===== config.mk =====
export PLATFORM = sky130hd
export DESIGN_NAME = histo_bin_ctrl_flat
export DESIGN_NICKNAME = d
export VERILOG_FILES = /design/src/rtl/histo_bin_ctrl_pkg.sv /design/src/rtl/histo_bin_ctrl_if.sv /design/src/rtl/histo_bin_ctrl_inc.sv /design/src/rtl/histo_bin_ctrl.sv /design/src/flat_wrapper.sv
export SDC_FILE = /design/constraint.sdc
export NUM_CORES = 1
export LEC_CHECK = 0
export BUFFER_PORTS_ARGS = -buffer_cell sky130_fd_sc_hd__buf_2
export CORE_MARGIN = 2
export CORE_UTILIZATION = 23
export CTS_CLUSTER_SIZE = 14
export DETAILED_ROUTE_END_ITERATION = 16
export REMOVE_ABC_BUFFERS = 1
export SLEW_MARGIN = 5
export SYNTH_ARGS = -nofsm -noshare
export SYNTH_HDL_FRONTEND = slang
export SYNTH_SLANG_ARGS = --single-unit
export TNS_END_PERCENT = 10

===== constraint.sdc =====
create_clock -name clk -period 2.7 [get_ports clk]
set_input_delay 0.27 -clock clk [delete_from_list [all_inputs] [get_ports clk]]
set_output_delay 0.27 -clock clk [all_outputs]
set_load 0.02 [all_outputs]

===== src/rtl/histo_bin_ctrl_pkg.sv =====
// histo_pkg: shared types and default sizes for the histogram bin controller.
// Optional build macro: HISTO_SAT_EN (saturating bin counters, see histo_inc).
package histo_pkg;

    localparam int HISTO_ADDR_W   = 10;
    localparam int HISTO_DATA_W   = 32;
    localparam int HISTO_NUM_BINS = 1 << HISTO_ADDR_W;

    typedef enum logic [2:0] {
        INIT_CLR = 3'd0,
        ACCUM    = 3'd1,
        DRAIN    = 3'd2,
        SW_RD    = 3'd3,
        SW_OUT   = 3'd4
    } histo_state_t;

endpackage


===== src/rtl/histo_bin_ctrl_if.sv =====
// Pixel input and readout handshake bundle of the histogram bin controller.
// The master side is the environment (binning stage + readout consumer),
// the slave side is histo_bin_ctrl. Optional build macro: HISTO_SAT_EN.
interface histo_bin_ctrl_if #(
    parameter int ADDR_W = 10,
    parameter int DATA_W = 32
);
    logic              pix_valid;
    logic [ADDR_W-1:0] pix_bin;
    logic              pix_ready;
    logic              frame_end;
    logic              rd_valid;
    logic [ADDR_W-1:0] rd_bin;
    logic [DATA_W-1:0] rd_count;
    logic              rd_ready;
    logic              frame_done;
    logic              busy;

    modport master (
        output pix_valid, pix_bin, frame_end, rd_ready,
        input  pix_ready, rd_valid, rd_bin, rd_count, frame_done, busy
    );

    modport slave (
        input  pix_valid, pix_bin, frame_end, rd_ready,
        output pix_ready, rd_valid, rd_bin, rd_count, frame_done, busy
    );
endinterface


===== src/rtl/histo_bin_ctrl_inc.sv =====
// histo_inc: forward-select of the increment base plus the bin increment.
// Build macro HISTO_SAT_EN: defined -> saturate at all-ones, undefined -> wrap.
module histo_inc #(
    parameter int DATA_W = 32
) (
    input  logic              fwd_i,
    input  logic [DATA_W-1:0] fwd_data_i,
    input  logic [DATA_W-1:0] ram_data_i,
    output logic [DATA_W-1:0] sum_o
);

    logic [DATA_W-1:0] base;

    // Pick the forwarded value when the RAM read raced the previous write.
    always_comb begin
        base = fwd_i ? fwd_data_i : ram_data_i;
`ifdef HISTO_SAT_EN
        sum_o = (&base) ? base : base + DATA_W'(1);
`else
        sum_o = base + DATA_W'(1);
`endif
    end

endmodule


===== src/rtl/histo_bin_ctrl.sv =====
// histo_bin_ctrl: read-modify-write controller for the histogram bin RAM.
// Clears all bins after reset, increments one bin per accepted pixel with
// same-bin forwarding, and on frame end sweeps every bin out through the
// readout handshake, zeroing each bin once it is accepted.
// Optional build macro: HISTO_SAT_EN (saturating counters instead of wrap).
module histo_bin_ctrl
    import histo_pkg::*;
#(
    parameter int ADDR_W = HISTO_ADDR_W,
    parameter int DATA_W = HISTO_DATA_W
) (
    input  logic              clk,
    input  logic              reset,
    histo_bin_ctrl_if.slave   bus,
    output logic [ADDR_W-1:0] ram_raddr,
    input  logic [DATA_W-1:0] ram_rdata,
    output logic              ram_we,
    output logic [ADDR_W-1:0] ram_waddr,
    output logic [DATA_W-1:0] ram_wdata
);

    localparam logic [ADDR_W-1:0] LAST_BIN = '1;

    histo_state_t      state_q, state_d;
    logic [ADDR_W-1:0] k_q, k_d;
    logic              done_q, done_d;
    logic              s1_vld_q;
    logic [ADDR_W-1:0] s1_bin_q;
    logic              fwd_hit_q;
    logic [DATA_W-1:0] wdata_q;
    logic              sw_first_q;
    logic [DATA_W-1:0] rd_hold_q;

    logic              accept;
    logic              rd_fire;
    logic              fwd_hit_d;
    logic [DATA_W-1:0] inc_val;
    logic [DATA_W-1:0] rd_cnt;

    assign accept    = (state_q == ACCUM) && bus.pix_valid && !reset;
    assign rd_fire   = (state_q == SW_OUT) && bus.rd_ready && !reset;
    // The RAM returns the old value when read and written on the same edge,
    // so a back-to-back pixel on the same bin must take the in-flight value.
    assign fwd_hit_d = accept && s1_vld_q && (s1_bin_q == bus.pix_bin);

    histo_inc #(.DATA_W(DATA_W)) u_inc (
        .fwd_i      (fwd_hit_q),
        .fwd_data_i (wdata_q),
        .ram_data_i (ram_rdata),
        .sum_o      (inc_val)
    );

    // Control state: FSM, bin counter, stage-1 valid, forward flag, done pulse.
    always_ff @(posedge clk) begin
        if (reset) begin
            state_q    <= INIT_CLR;
            k_q        <= '0;
            done_q     <= 1'b0;
            s1_vld_q   <= 1'b0;
            fwd_hit_q  <= 1'b0;
            sw_first_q <= 1'b0;
        end else begin
            state_q    <= state_d;
            k_q        <= k_d;
            done_q     <= done_d;
            s1_vld_q   <= accept;
            fwd_hit_q  <= fwd_hit_d;
            sw_first_q <= (state_q == SW_RD);
        end
    end

    // Datapath registers: stage-1 bin, last written value, held readout count.
    always_ff @(posedge clk) begin
        s1_bin_q  <= bus.pix_bin;
        wdata_q   <= ram_wdata;
        rd_hold_q <= rd_cnt;
    end

    // Next-state logic for the sequencer and shared bin counter.
    always_comb begin
        state_d = state_q;
        k_d     = k_q;
        done_d  = 1'b0;
        case (state_q)
            INIT_CLR: begin
                k_d = k_q + 1'b1;
                if (k_q == LAST_BIN) begin
                    state_d = ACCUM;
                end
            end
            ACCUM: begin
                if (bus.frame_end) begin
                    state_d = DRAIN;
                end
            end
            DRAIN: begin
                // Stage 1 never refills here, so one cycle empties it.
                state_d = SW_RD;
                k_d     = '0;
            end
            SW_RD: begin
                state_d = SW_OUT;
            end
            SW_OUT: begin
                if (rd_fire) begin
                    if (k_q == LAST_BIN) begin
                        done_d  = 1'b1;
                        state_d = ACCUM;
                    end else begin
                        k_d     = k_q + 1'b1;
                        state_d = SW_RD;
                    end
                end
            end
            default: begin
                state_d = INIT_CLR;
                k_d     = '0;
            end
        endcase
    end

    // RAM port and handshake outputs; all quiet while reset is asserted.
    always_comb begin
        ram_raddr     = '0;
        ram_we        = 1'b0;
        ram_waddr     = '0;
        ram_wdata     = '0;
        bus.pix_ready = 1'b0;
        bus.rd_valid  = 1'b0;
        if (!reset) begin
            case (state_q)
                INIT_CLR: begin
                    ram_we    = 1'b1;
                    ram_waddr = k_q;
                end
                ACCUM: begin
                    bus.pix_ready = 1'b1;
                    ram_raddr     = bus.pix_bin;
                    if (s1_vld_q) begin
                        ram_we    = 1'b1;
                        ram_waddr = s1_bin_q;
                        ram_wdata = inc_val;
                    end
                end
                DRAIN: begin
                    if (s1_vld_q) begin
                        ram_we    = 1'b1;
                        ram_waddr = s1_bin_q;
                        ram_wdata = inc_val;
                    end
                end
                SW_RD: begin
                    ram_raddr = k_q;
                end
                SW_OUT: begin
                    ram_raddr    = k_q;
                    bus.rd_valid = 1'b1;
                    if (rd_fire) begin
                        ram_we    = 1'b1;
                        ram_waddr = k_q;
                    end
                end
                default: begin
                    ram_we = 1'b0;
                end
            endcase
        end
    end

    assign rd_cnt         = sw_first_q ? ram_rdata : rd_hold_q;
    assign bus.rd_count   = rd_cnt;
    assign bus.rd_bin     = k_q;
    assign bus.frame_done = done_q && !reset;
    assign bus.busy       = reset || (state_q != ACCUM);

endmodule


===== src/flat_wrapper.sv =====
// flat-port wrapper written by rule: the top's interface ports become plain ports
module histo_bin_ctrl_flat import histo_pkg::*;
#(
    parameter int ADDR_W = HISTO_ADDR_W,
    parameter int DATA_W = HISTO_DATA_W
)
  (clk, reset, ram_raddr, ram_rdata, ram_we, ram_waddr, ram_wdata, bus_pix_valid, bus_pix_bin, bus_frame_end, bus_rd_ready, bus_pix_ready, bus_rd_valid, bus_rd_bin, bus_rd_count, bus_frame_done, bus_busy);
  histo_bin_ctrl_if #(.ADDR_W(ADDR_W), .DATA_W(DATA_W)) bus_i ();
  input  logic clk;
  input  logic reset;
  output logic [ADDR_W-1:0] ram_raddr;
  input  logic [DATA_W-1:0] ram_rdata;
  output logic ram_we;
  output logic [ADDR_W-1:0] ram_waddr;
  output logic [DATA_W-1:0] ram_wdata;
  input wire logic [$bits(bus_i.pix_valid)-1:0] bus_pix_valid;
  input wire logic [$bits(bus_i.pix_bin)-1:0] bus_pix_bin;
  input wire logic [$bits(bus_i.frame_end)-1:0] bus_frame_end;
  input wire logic [$bits(bus_i.rd_ready)-1:0] bus_rd_ready;
  output wire logic [$bits(bus_i.pix_ready)-1:0] bus_pix_ready;
  output wire logic [$bits(bus_i.rd_valid)-1:0] bus_rd_valid;
  output wire logic [$bits(bus_i.rd_bin)-1:0] bus_rd_bin;
  output wire logic [$bits(bus_i.rd_count)-1:0] bus_rd_count;
  output wire logic [$bits(bus_i.frame_done)-1:0] bus_frame_done;
  output wire logic [$bits(bus_i.busy)-1:0] bus_busy;
  assign bus_i.pix_valid = bus_pix_valid;
  assign bus_i.pix_bin = bus_pix_bin;
  assign bus_i.frame_end = bus_frame_end;
  assign bus_i.rd_ready = bus_rd_ready;
  assign bus_pix_ready = bus_i.pix_ready;
  assign bus_rd_valid = bus_i.rd_valid;
  assign bus_rd_bin = bus_i.rd_bin;
  assign bus_rd_count = bus_i.rd_count;
  assign bus_frame_done = bus_i.frame_done;
  assign bus_busy = bus_i.busy;
  histo_bin_ctrl #(.ADDR_W(ADDR_W), .DATA_W(DATA_W)) u_core (.clk(clk), .reset(reset), .bus(bus_i), .ram_raddr(ram_raddr), .ram_rdata(ram_rdata), .ram_we(ram_we), .ram_waddr(ram_waddr), .ram_wdata(ram_wdata));
endmodule

==> metrics <==
outcome finished with violations; failing checks setup timing; DR WL/cell approximately 15 um; DRC viols 0; total gr overflow 0; crit path DAT roughly 2.5 ns; metal2 WL roughly 7 mm; final instance area between 0.006 and 0.007 mm2; peak fanout along the critical path 11; EDFF count, synth 0; Hold Path Origin bus_pix_bin[8]; core area 0.0200 mm2; CTS H-Tree Depth 3; Achievable Freq between 0.3 and 0.4 GHz; Worst slew margin 0.546; Least-Margin Pin Slew ~0.68 ns; IO buf count 145; Worst setup SP type flip-flop; Mapped Area about 0.0047 mm2; period utilisation layout 1.01; Post-Syn Area per Cell 9.38 um2; Worst Reg-to-Reg Cells 5; Reg-to-Reg Start u_core.state_q[2]; YS warnings 0; vias in the first global route between 4000 and 5000; sequential area share after synthesis 0.391; TNS Setup -0.0560 ns; count leader, synth dfxtp_1; Setup violations, final 4; fin worst setup slack -0.0317 ns; max-slew violation count 0; crit path time final 2.73 ns; Multi-input gate area 0.00281 mm2; chip height 146 um; Die Width ~150 um; DRT Pass-1 Iters 4; ranking of synthesized cells by area dfxtp_1 (39%), mux2_2 (9.2%), mux2i_1 (4.7%); CTS sink count 91; Max-Cap Viols 0; Yosys cell types 58; Clock Path Buffers 2; R2R Setup Slk 0.66 ns; leakage power about 0.0027 uW; Hold Path Stages 1; GRT Resource Usage Total 0.134; Req. time, crit path approximately 2.4 ns; flops & latches, synth 91; RSZ-0062 raised after global routing true; clk_skew 0.0126 ns; Hold EP u_core.s1_bin_q[8]; CP Class reg -> out; Pwr per Cell Area 457 mW/mm2; Post-synth ARST share 0; DIE AREA 0.0214 mm2; Reg area 0.00183 mm2; metal3 WL 873 um; Final GP Congestion between 0.7 and 0.8; total power 2920 uW; ys flop type dfxtp_1; Cells after Synth slightly below 500; Commonest cells post-synth dfxtp_1 (91), nor2_1 (50), mux2_2 (38); Synth-to-Final Area Change 37.1%; initial DRC count 134; final WL 14.4 mm; CTS Buf Count 9; Min Hold Slack about 0.055 ns; max layer used met4; clk root buf clkbuf_16; DPL Wire Length 10.2 mm; Clock Latency Late Sink between 0.3 and 0.4 ns; vias per cell 4.67; Fillers around 2200; layout cells sized above 1 0.413; placed cell count 899; vias between 4000 and 5000; global-route wire length before repair 22.8 mm; Non-Filler Instances roughly 940; Final Hold Vio Count 0; Post-Route M1 WL 6.37 mm; Routed Antenna Nets 0; num rows 52; CTS tree yes; Clock transition at path regs 0.07 ns; n_diodes 0; maximum vdd drop approximately 0.27 mV; Layout Nets 710; largest net degree at the start of global routing 33; Reg-to-Reg End u_core.bus.rd_bin[8]; initial antenna violation count 0; top cell type's share of synthesized area 0.391; Setup crit end kind primary output; IO Pins 146; area leader, netlist dfxtp_1; Initial Utilization 0.233; Hold Crit Class in -> reg; dpl cell area 0.00571 mm2
how the worst max path moves through the flow:
stage	start	to	depth (start not counted)	slack (ns)
2_1_floorplan	u_core.fwd_hit_q	ram_wdata[24]	5	-1.39
3_3_place_gp	u_core.fwd_hit_q	ram_wdata[26]	7	0.16
3_5_place_dp	u_core.fwd_hit_q	ram_wdata[28]	7	0.11
4_1_cts	u_core.fwd_hit_q	ram_wdata[28]	8	-0.02
5_1_grt	u_core.fwd_hit_q	ram_wdata[27]	8	-0.12
6_report	u_core.fwd_hit_q	ram_wdata[21]	9	-0.03
through the flow:
stage	util	setup slack, ns
2_1_floorplan	-	-1.39
3_3_place_gp	0.285	0.165
3_5_place_dp	0.285	0.108
4_1_cts	0.318	-0.0164
5_1_grt	0.319	-0.124
6_report	0.319	-0.0317
cells in the final DEF (no fill, tap or decap), drive strengths merged, types with 6 or more instances in the layout:
| master | instances |
|---|---|
| nand2 | 24 |
| xnor2 | 25 |
| mux2 | 38 |
| a22o | 10 |
| buf | 178 |
| a22oi | 17 |
| inv | 15 |
| nor4 | 7 |
| and3 | 6 |
| a21oi | 15 |
| clkbuf | 10 |
| nand4 | 24 |
| nor2 | 51 |
| mux2i | 23 |
| o21ai | 12 |
| nand3 | 24 |
| xor2 | 7 |
| nand4b | 7 |
| nor3 | 19 |
| dfxtp | 91 |
| nand3b | 12 |
state kept, by name, summed over array words and instances (netlist names):
register	flops
u_core.done_q	1
u_core.wdata_q	32
u_core.fwd_hit_q	1
u_core.sw_first_q	1
u_core.bus.rd_bin	10
u_core.state_q	3
u_core.s1_vld_q	1
u_core.s1_bin_q	10
u_core.rd_hold_q	32
timing repair:
action                     4_1_cts  5_1_grt
setup buffers                   17        2
setup endpoints to repair       13       24
cloned                           3        0
hold buffers                     0        0
gates resized for setup         36       12
pin swaps                       15        7
critical path, stage by stage (launching register included):
cell      delay, ns
dfxtp_4        0.39
buf_12         0.15
nand4b_1       0.28
a221oi_2       0.35
nand4_1        0.14
buf_4          0.19
buf_4          0.14
xnor2_1        0.12
nor2_1         0.17
buf_4          0.18
cell families (layout without fill, tap and decap cells):
family                     after synthesis  after routing  share of synthesized area
DFF                                     91             91                      0.391
buffers and inverters                   36            204                     0.0392
adders and majority gates                2              2                    0.00537
and+or+nand+nor                        196            197                      0.233
muxes                                   61             61                      0.142
AOI/OAI and AO/OA                       79             79                      0.129
xor gates and xnor gates                32             32                     0.0601
area by class of cell:
class                   count  area share
clock buffers               9      0.0352
multi-input cells         371       0.439
flip-flops and latches     91       0.286
clock inverters             7     0.00998
inverters                   8     0.00470
well taps                 270      0.0529
repair buffers            180       0.172
layer usage:
layer,vias up,track usage
met5,-,0
met4,0,0.0311
met3,10,0.0372
met2,144,0.228
met1,2065,0.168
li1,2151,-
power by group:
part	total (uW)	leakage, uW	switching, uW	internal [uW]
Clock	1280	0.000144	623	652
Sequential	1380	0.000740	19.0	1370
Combinational	261	0.00180	152	110
(Power assumes the default switching activity.)
